$ cat src/rtl/mem_port_arbiter.sv
// Shares one data-memory port between instruction fetch and load/store:
// round-robin arbitration, byte-lane steering and a stall watchdog.
module mem_port_arbiter #(
    parameter int TIMEOUT = 16
) (
    input  logic        clk,
    input  logic        rst_n,
    input  logic        if_req_i,
    input  logic [31:0] if_addr_i,
    output logic        if_gnt_o,
    output logic        if_valid_o,
    output logic [31:0] if_rdata_o,
    output logic        if_err_o,
    input  logic        ls_req_i,
    input  logic        ls_we_i,
    input  logic        ls_bms_i,
    input  logic [31:0] ls_addr_i,
    input  logic [31:0] ls_wdata_i,
    output logic        ls_gnt_o,
    output logic        ls_valid_o,
    output logic [31:0] ls_rdata_o,
    output logic        ls_err_o,
    output logic        mem_req_o,
    output logic        mem_we_o,
    output logic [3:0]  mem_be_o,
    output logic [31:0] mem_addr_o,
    output logic [31:0] mem_wdata_o,
    input  logic        mem_ready_i,
    input  logic [31:0] mem_rdata_i
);

    localparam int CW = $clog2(TIMEOUT);
    localparam logic [CW-1:0] CNT_LAST = CW'(TIMEOUT - 1);

    typedef enum logic {ST_IDLE = 1'b0, ST_BUSY = 1'b1} state_e;
    typedef enum logic {OWN_IF = 1'b0, OWN_LS = 1'b1} owner_e;

    function automatic logic [3:0] lane_be(input logic [1:0] lane);
        return 4'b0001 << lane;
    endfunction

    function automatic logic [31:0] lane_load(input logic [31:0] word, input logic [1:0] lane);
        logic [7:0] b;
        case (lane)
            2'd0:    b = word[7:0];
            2'd1:    b = word[15:8];
            2'd2:    b = word[23:16];
            2'd3:    b = word[31:24];
            default: b = word[7:0];
        endcase
        return {{24{b[7]}}, b};
    endfunction

    state_e      state_q, state_d;
    owner_e      last_owner_q, last_owner_d;
    owner_e      owner_q, owner_d;
    logic [CW-1:0] cnt_q, cnt_d;
    logic        bms_q, bms_d;
    logic [1:0]  lane_q, lane_d;
    logic        mem_req_q, mem_req_d;
    logic        mem_we_q, mem_we_d;
    logic [3:0]  mem_be_q, mem_be_d;
    logic [31:0] mem_addr_q, mem_addr_d;
    logic [31:0] mem_wdata_q, mem_wdata_d;
    logic        if_gnt_q, if_gnt_d;
    logic        if_valid_q, if_valid_d;
    logic [31:0] if_rdata_q, if_rdata_d;
    logic        if_err_q, if_err_d;
    logic        ls_gnt_q, ls_gnt_d;
    logic        ls_valid_q, ls_valid_d;
    logic [31:0] ls_rdata_q, ls_rdata_d;
    logic        ls_err_q, ls_err_d;

    logic        pick_if_s;
    logic        pick_ls_s;
    logic [31:0] ls_result_s;

    // On a tie the port that did not own the previous transaction wins.
    assign pick_if_s = if_req_i && (!ls_req_i || (last_owner_q == OWN_LS));
    assign pick_ls_s = ls_req_i && (!if_req_i || (last_owner_q == OWN_IF));

    // Load/store completion data: stores return zero, byte loads are lane-extracted.
    always_comb begin
        ls_result_s = mem_rdata_i;
        if (mem_we_q) begin
            ls_result_s = 32'h0000_0000;
        end else if (bms_q) begin
            ls_result_s = lane_load(mem_rdata_i, lane_q);
        end else begin
            ls_result_s = mem_rdata_i;
        end
    end

    // Next-state and output logic of the IDLE/BUSY controller.
    always_comb begin
        state_d      = state_q;
        last_owner_d = last_owner_q;
        owner_d      = owner_q;
        cnt_d        = cnt_q;
        bms_d        = bms_q;
        lane_d       = lane_q;
        mem_req_d    = mem_req_q;
        mem_we_d     = mem_we_q;
        mem_be_d     = mem_be_q;
        mem_addr_d   = mem_addr_q;
        mem_wdata_d  = mem_wdata_q;
        if_gnt_d     = 1'b0;
        if_valid_d   = 1'b0;
        if_err_d     = 1'b0;
        if_rdata_d   = if_rdata_q;
        ls_gnt_d     = 1'b0;
        ls_valid_d   = 1'b0;
        ls_err_d     = 1'b0;
        ls_rdata_d   = ls_rdata_q;

        case (state_q)
            ST_IDLE: begin
                if (pick_if_s) begin
                    state_d      = ST_BUSY;
                    mem_req_d    = 1'b1;
                    if_gnt_d     = 1'b1;
                    last_owner_d = OWN_IF;
                    owner_d      = OWN_IF;
                    cnt_d        = '0;
                    bms_d        = 1'b0;
                    lane_d       = if_addr_i[1:0];
                    mem_we_d     = 1'b0;
                    mem_be_d     = 4'hF;
                    mem_addr_d   = {if_addr_i[31:2], 2'b00};
                    mem_wdata_d  = 32'h0000_0000;
                end else if (pick_ls_s) begin
                    state_d      = ST_BUSY;
                    mem_req_d    = 1'b1;
                    ls_gnt_d     = 1'b1;
                    last_owner_d = OWN_LS;
                    owner_d      = OWN_LS;
                    cnt_d        = '0;
                    bms_d        = ls_bms_i;
                    lane_d       = ls_addr_i[1:0];
                    mem_we_d     = ls_we_i;
                    mem_addr_d   = {ls_addr_i[31:2], 2'b00};
                    if (ls_bms_i) begin
                        mem_be_d    = lane_be(ls_addr_i[1:0]);
                        mem_wdata_d = {4{ls_wdata_i[7:0]}};
                    end else begin
                        mem_be_d    = 4'hF;
                        mem_wdata_d = ls_wdata_i;
                    end
                end else begin
                    state_d = ST_IDLE;
                end
            end

            ST_BUSY: begin
                // A ready on the watchdog's final cycle still completes normally.
                if (mem_ready_i) begin
                    state_d   = ST_IDLE;
                    mem_req_d = 1'b0;
                    if (owner_q == OWN_IF) begin
                        if_valid_d = 1'b1;
                        if_rdata_d = mem_rdata_i;
                    end else begin
                        ls_valid_d = 1'b1;
                        ls_rdata_d = ls_result_s;
                    end
                end else if (cnt_q == CNT_LAST) begin
                    state_d   = ST_IDLE;
                    mem_req_d = 1'b0;
                    if (owner_q == OWN_IF) begin
                        if_valid_d = 1'b1;
                        if_err_d   = 1'b1;
                        if_rdata_d = 32'h0000_0000;
                    end else begin
                        ls_valid_d = 1'b1;
                        ls_err_d   = 1'b1;
                        ls_rdata_d = 32'h0000_0000;
                    end
                end else begin
                    cnt_d = cnt_q + CW'(1);
                end
            end

            default: begin
                state_d   = ST_IDLE;
                mem_req_d = 1'b0;
            end
        endcase
    end

    // State and output registers; reset drops any in-flight transaction.
    always_ff @(posedge clk or negedge rst_n) begin
        if (!rst_n) begin
            state_q      <= ST_IDLE;
            last_owner_q <= OWN_LS;
            owner_q      <= OWN_IF;
            cnt_q        <= '0;
            bms_q        <= 1'b0;
            lane_q       <= 2'b00;
            mem_req_q    <= 1'b0;
            mem_we_q     <= 1'b0;
            mem_be_q     <= 4'h0;
            mem_addr_q   <= 32'h0000_0000;
            mem_wdata_q  <= 32'h0000_0000;
            if_gnt_q     <= 1'b0;
            if_valid_q   <= 1'b0;
            if_rdata_q   <= 32'h0000_0000;
            if_err_q     <= 1'b0;
            ls_gnt_q     <= 1'b0;
            ls_valid_q   <= 1'b0;
            ls_rdata_q   <= 32'h0000_0000;
            ls_err_q     <= 1'b0;
        end else begin
            state_q      <= state_d;
            last_owner_q <= last_owner_d;
            owner_q      <= owner_d;
            cnt_q        <= cnt_d;
            bms_q        <= bms_d;
            lane_q       <= lane_d;
            mem_req_q    <= mem_req_d;
            mem_we_q     <= mem_we_d;
            mem_be_q     <= mem_be_d;
            mem_addr_q   <= mem_addr_d;
            mem_wdata_q  <= mem_wdata_d;
            if_gnt_q     <= if_gnt_d;
            if_valid_q   <= if_valid_d;
            if_rdata_q   <= if_rdata_d;
            if_err_q     <= if_err_d;
            ls_gnt_q     <= ls_gnt_d;
            ls_valid_q   <= ls_valid_d;
            ls_rdata_q   <= ls_rdata_d;
            ls_err_q     <= ls_err_d;
        end
    end

    assign if_gnt_o    = if_gnt_q;
    assign if_valid_o  = if_valid_q;
    assign if_rdata_o  = if_rdata_q;
    assign if_err_o    = if_err_q;
    assign ls_gnt_o    = ls_gnt_q;
    assign ls_valid_o  = ls_valid_q;
    assign ls_rdata_o  = ls_rdata_q;
    assign ls_err_o    = ls_err_q;
    assign mem_req_o   = mem_req_q;
    assign mem_we_o    = mem_we_q;
    assign mem_be_o    = mem_be_q;
    assign mem_addr_o  = mem_addr_q;
    assign mem_wdata_o = mem_wdata_q;

endmodule

$ cat config.mk
export PLATFORM = sky130hd
export DESIGN_NAME = mem_port_arbiter
export DESIGN_NICKNAME = d
export VERILOG_FILES = /design/src/rtl/mem_port_arbiter.sv
export SDC_FILE = /design/constraint.sdc
export NUM_CORES = 1
export LEC_CHECK = 0
export CELL_PAD_IN_SITES_DETAIL_PLACEMENT = 1
export CELL_PAD_IN_SITES_GLOBAL_PLACEMENT = 1
export CORE_MARGIN = 5
export CORE_UTILIZATION = 45
export DETAILED_ROUTE_END_ITERATION = 12
export DONT_BUFFER_PORTS = 1
export PLACE_DENSITY = 0.86
export SYNTH_ARGS = -nofsm -noshare
export SYNTH_HDL_FRONTEND = slang
export SYNTH_SLANG_ARGS = --single-unit
$ cat constraint.sdc
create_clock -name clk -period 2.2 [get_ports clk]
set_clock_uncertainty 0.2 [all_clocks]
set_input_delay 0.44 -clock clk [delete_from_list [all_inputs] [get_ports clk]]
set_output_delay 0.44 -clock clk [all_outputs]
set_load 0.01 [all_outputs]
# Yosys cells after proc, flatten, opt, wreduce, memory -nomap -nowiden
# Index checks and enable logic that the tools add are counted.
totals:
  ff_bits: 150
  latch_bits: 0
  ramBits: 0
  romBits: 0
  input_bits: 135
  output_inout_bits: 140
  wordCells: 103
  memories: 0
op_classes:
  addsub: 1
  mul: 0
  div_mod_pow: 0
  n_lt_le_gt_ge: 0
  eq_ne: 8
  shifts: 1
  mux: 57
  bitwise_logic: 3
  reduce_logical: 14
op_table:
  columns: ["op", "n"]
  rows:
  - ["32-bit two-way mux", 15]
  - ["8-bit one-hot mux with 4 select lines", 1]
  - ["1-bit two-way mux", 29]
  - ["4-bit two-way mux", 7]
  - ["3-bit AND reduction", 3]
  - ["4-bit one-hot mux with 2 select lines", 1]
  - ["4-bit by 1-bit adder with 4-bit output, second input constant", 1]
  - ["2-bit equality test, second input constant", 2]
  - ["4-bit equality test, second input constant", 1]
  - ["2-bit two-way mux", 2]
  - ["2-bit inequality test, second input constant", 2]
  - ["1-bit one-hot mux with 2 select lines", 2]
  - ["2-bit AND reduction", 2]
  - ["2-bit nonzero test", 2]
  - ["1-bit by 2-bit << shifter with 4-bit output, first input constant", 1]
  - ["3-bit by 2-bit inequality test with 1-bit output, second input constant", 1]
  - ["3-bit inequality test, second input constant", 1]
  - ["1-bit NOT", 3]
  - ["2-bit by 1-bit equality test with 1-bit output, second input constant", 1]
  - ["1-bit logical AND", 2]
  - ["1-bit zero test", 2]
  - ["2-bit zero test", 1]
  - ["1-bit logical OR", 2]

# Longest topological paths before layout
logic_depth:
  ltp_word: 6
  mapped_depth: 6
  ltp_nobuf: 4

# Worst setup path after synthesis
# No wires, ideal clock.
synth_timing:
  path_type: "input port to flip-flop"
  from: "in mem_rdata_i[31]"
  to: "reg ls_rdata_q[11] (netlist: ls_rdata_o[11])"
  setup_time_ns: 0.126
  arrival_ns: 1.554
  required_ns: 1.874
  slack_ns: 0.320
  stages: 5
  n_path_buf: 2
  cell_sequence: "mux4_2 and3_1 buf_6 buf_6 a221o_1"
synth_via:
  elab_chain_cells: 5
synth_lines:
  columns: ["item", "line_no", "rtl"]
  rows:
  - ["from (decl)", "29", "input logic [31:0] mem_rdata_i"]
  - ["8-bit one-hot mux with 4 select lines", "44", "case (lane)"]
  - ["32-bit two-way mux", "87", "end else if (bms_q) begin"]
  - ["32-bit two-way mux", "85", "if (mem_we_q) begin"]
  - ["32-bit two-way mux", "159", "if (owner_q == OWN_IF) begin"]
  - ["32-bit two-way mux", "156", "if (mem_ready_i) begin"]
  - ["to (signal assigned)", "230", "ls_rdata_q <= ls_rdata_d;"]
  - ["to (decl)", "71", "logic [31:0] ls_rdata_q, ls_rdata_d;"]
# No other way between the ends. The select of a mux whose other input is x is not followed.
# A chain may end at the register's enable or synchronous reset.

# Final worst setup path
layout_timing:
  from: "reg last_owner_q"
  to: "reg mem_addr_q[14] (netlist: mem_addr_o[14])"
layout_via:
  elab_chain_cells: 5
  word_cells_on_any_way: 8
  classes_between: "mux: 1; bitwise: 1; reduce/logical: 6"
layout_lines:
  columns: ["item", "line_no", "rtl"]
  rows:
  - ["from (decl)", "55", "owner_e last_owner_q, last_owner_d;"]
  - ["from (signal assigned)", "214", "last_owner_q <= last_owner_d;"]
  - ["1-bit NOT", "80", "assign pick_ls_s = ls_req_i && (!if_req_i || (last_owner_q == OWN_IF));"]
  - ["1-bit logical OR", "80", null]
  - ["1-bit logical AND", "80", null]
  - ["2-bit nonzero test (no line)", null, null]
  - ["2-bit AND reduction (no line)", null, null]
  - ["to (signal assigned)", "222", "mem_addr_q <= mem_addr_d;"]
  - ["to (decl)", "63", "logic [31:0] mem_addr_q, mem_addr_d;"]
# Several ways; a longest one is shown, not always the timed one.

==> results.md <==
- Fin util: 0.589
- Cell count after synthesis: 615
- RSZ-0062 raised after global routing: false
- Longest Clk Path Bufs: 2
- Max-cap violations: 0
- HP Class: input pin to async pin
- Avg Synthesized Cell Area: 10.7 sq um
- Num ports: 275
- Area grow syn2layout: 28.9%
- Outcome: finished with violations
- H-tree Lvls: 4
- TNS Setup: 0 ns
- Clk Latency, worst-skew pair: 0.41 ns
- Crit Path Class: register to register
- Initial drt markers: about 350
- WL/cell: 27.2 um
- Power Total: 11,100 uW
- Synthesized area: 0.00659 sq mm
- Failing checks: negative hold slack
- Least-Margin Pin Slew: 1.04 ns
- Asr flop ratio synth: 1.00
- Req. time, crit path: 2.31 ns
- Synth top cells by count: dfrtp_1 (147), nand2_1 (61), o21ai_0 (60), mux2i_1 (57), a31oi_1 (37)
- Synth Flop Type: dfrtp_1
- Max-slew violations: 0
- Initial core utilization: 0.457
- Synth top area share: 0.558
- Die height: 131 um
- TritonCTS Sinks: 148
- CTS tree: yes
- Vias per inst: 6.13
- Dpl hpwl: about 15,000 um
- Global-route wire length before repair: 36,500 um
- Core area: 0.0144 sq mm
- Nets@finish: 840
- Total length of routed wires: between 20,000 and 25,000 um
- Fraction of layout cells with a size suffix above 1: 0.0837
- Setup violations, final: 0
- GP Congestion: around 0.9
- Worst EP arrival: 2.23 ns
- Routed via count: 5,532
- Seq/Total Area, Yosys: 0.562
- Site Rows: 44
- Worst-path fanout max: 63
- Die Footprint: 0.0172 sq mm
- VDD IR max: roughly 0.52 mV
- Port Buffers: 0
- Ys Warns: 0
- Distinct cells, synth: 41
- Clock transition at path regs: approximately 0.06 ns
- Max Freq: 472 MHz
- Slew margin rel.: 0.308
- Total grt overflow: 0
- Iteration count of the initial detailed-routing pass: 5
- DIE WIDTH: 131 um
- Min Tclk post-route: 2.12 ns
- Hold violation count in the final report: 148
- Setup Buffers After CTS: 0
- Number of synthesized flops with an enable pin: 0
- Leakage: 0.00366 uW
- Vias in the first global route: just over 6,000
- CP endpoint kind: register
- Startpoint Class: register
- Largest cells by area after synthesis: dfrtp_1 (56%), mux2i_1 (8.7%), o21ai_0 (4.6%)
- Number of CTS-inserted buffers: 17
- Initial antenna violation count: 1
- Final period utilization: 0.963
- Synth Register Bits: 148
- Clk root buf: clkbuf_16
- Count leader, synth: dfrtp_1
- GRT Overall Usage: 0.283
- Hold_ws: -0.482 ns
- Power Density: 1300 mW/mm^2
- # DRC: 0
- Cell taking the most area after synthesis: dfrtp_1
- Post-route ant nets: 0
- Largest net degree at the start of global routing: about 150
final timing paths:
check / end / depth (start not counted) / slack [ns] / from
setup / recovery: mem_addr_o[14] / 5 / 0.08 / last_owner_q
hold / removal: if_rdata_o[13] / 0 / -0.48 / rst_n
setup reg to reg: mem_addr_o[14] / 5 / 0.08 / last_owner_q
hold reg to reg: if_err_o / 1 / 0.29 / owner_q
max in group asynchronous: last_owner_q / 0 / 2.02 / rst_n
min in group clk: if_rdata_o[5] / 2 / 0.02 / mem_rdata_i[5]
cell families (layout without fill, tap and decap cells):
logic type,count (synthesis),after routing,share of synthesized area
DFF,148,148,0.562
other,1,3,0.000569
adders and majority gates,1,1,0.00190
buffers and inverters,89,190,0.0577
AOI/OAI and AO/OA,163,163,0.166
and+or+nand+nor,148,148,0.110
muxes,65,65,0.102
state kept, by name (all words and copies together) (netlist names), 2 cells and up:
| name | count |
|---|---|
| if_rdata_o | 32 |
| ls_rdata_o | 32 |
| mem_wdata_o | 32 |
| mem_addr_o | 30 |
| cnt_q | 4 |
| mem_be_o | 4 |
| lane_q | 2 |
cell type report:
cell class | instances | area [sq um]
diodes | 1 | 2.50
clock buffers | 19 | 443
clock inverters | 13 | 220
fillers | 1473 | 5920
inverters | 36 | 135
multi-input cells | 379 | 2530
flip-flops and latches | 148 | 3700
well taps | 184 | 230
repair buffers | 122 | 1240
what timing repair did:
action / CTS / global route
resized for setup: 0 / 2
endpoints found under the setup margin: 0 / 26
endpoints found under the hold margin: 242 / 149
hold buffers: 108 / 1
cells in the final DEF (no fill, tap or decap), types with 2 or more instances in the layout:
master	n
inv_6	3
o21ai_0	60
o22ai_1	7
a221o_1	25
o21ai_1	6
mux2_2	7
nor2b_1	3
nand3_1	2
clkinvlp_4	2
mux2i_1	57
nor3_1	3
a22o_1	10
conb_1	2
nand2b_1	4
nand3b_1	33
and3_1	2
dlygate4sd3_1	109
a31oi_1	37
bufinv_16	5
buf_12	4
dfrtp_1	147
nor2_1	36
inv_1	36
clkinv_4	2
nand2_1	61
o2bb2ai_1	7
clkbuf_16	17
buf_4	9
power by group:
group | internal [uW] | switching [uW]
Combinational | 1180 | 1290
Sequential | 3810 | 1500
Clock | 2070 | 1200
per-stage QoR:
stage / instances / hold slack (ns) / area (sq um) / setup slack [ns]
after floorplan: 616 / -0.0556 / 6600 / 0.320
after global placement: 760 / -0.0520 / 6740 / 0.129
after detailed placement: 760 / -0.0515 / 6740 / 0.0652
after CTS: 900 / -0.501 / 8480 / 0.0422
after global routing: 902 / -0.506 / 8500 / 0.0260
final: 902 / -0.482 / 8500 / 0.0808
metal layers:
metal / vias to the layer above / track usage / part of all wire
li1: 2367 / - / -
met1: 2797 / 0.321 / 0.36
met2: 312 / 0.489 / 0.51
met3: 56 / 0.0955 / 0.099
met4: 0 / 0.117 / 0.030
met5: - / 0 / 0
worst max-delay path, stage by stage, from the launching register on:
cell and delay (ns):
dfstp_2 0.56, nor2b_4 0.06, buf_12 0.17, nand3b_1 0.18, dlygate4sd3_1 0.57, a31oi_1 0.25
Power figures use the tool's default switching activity.
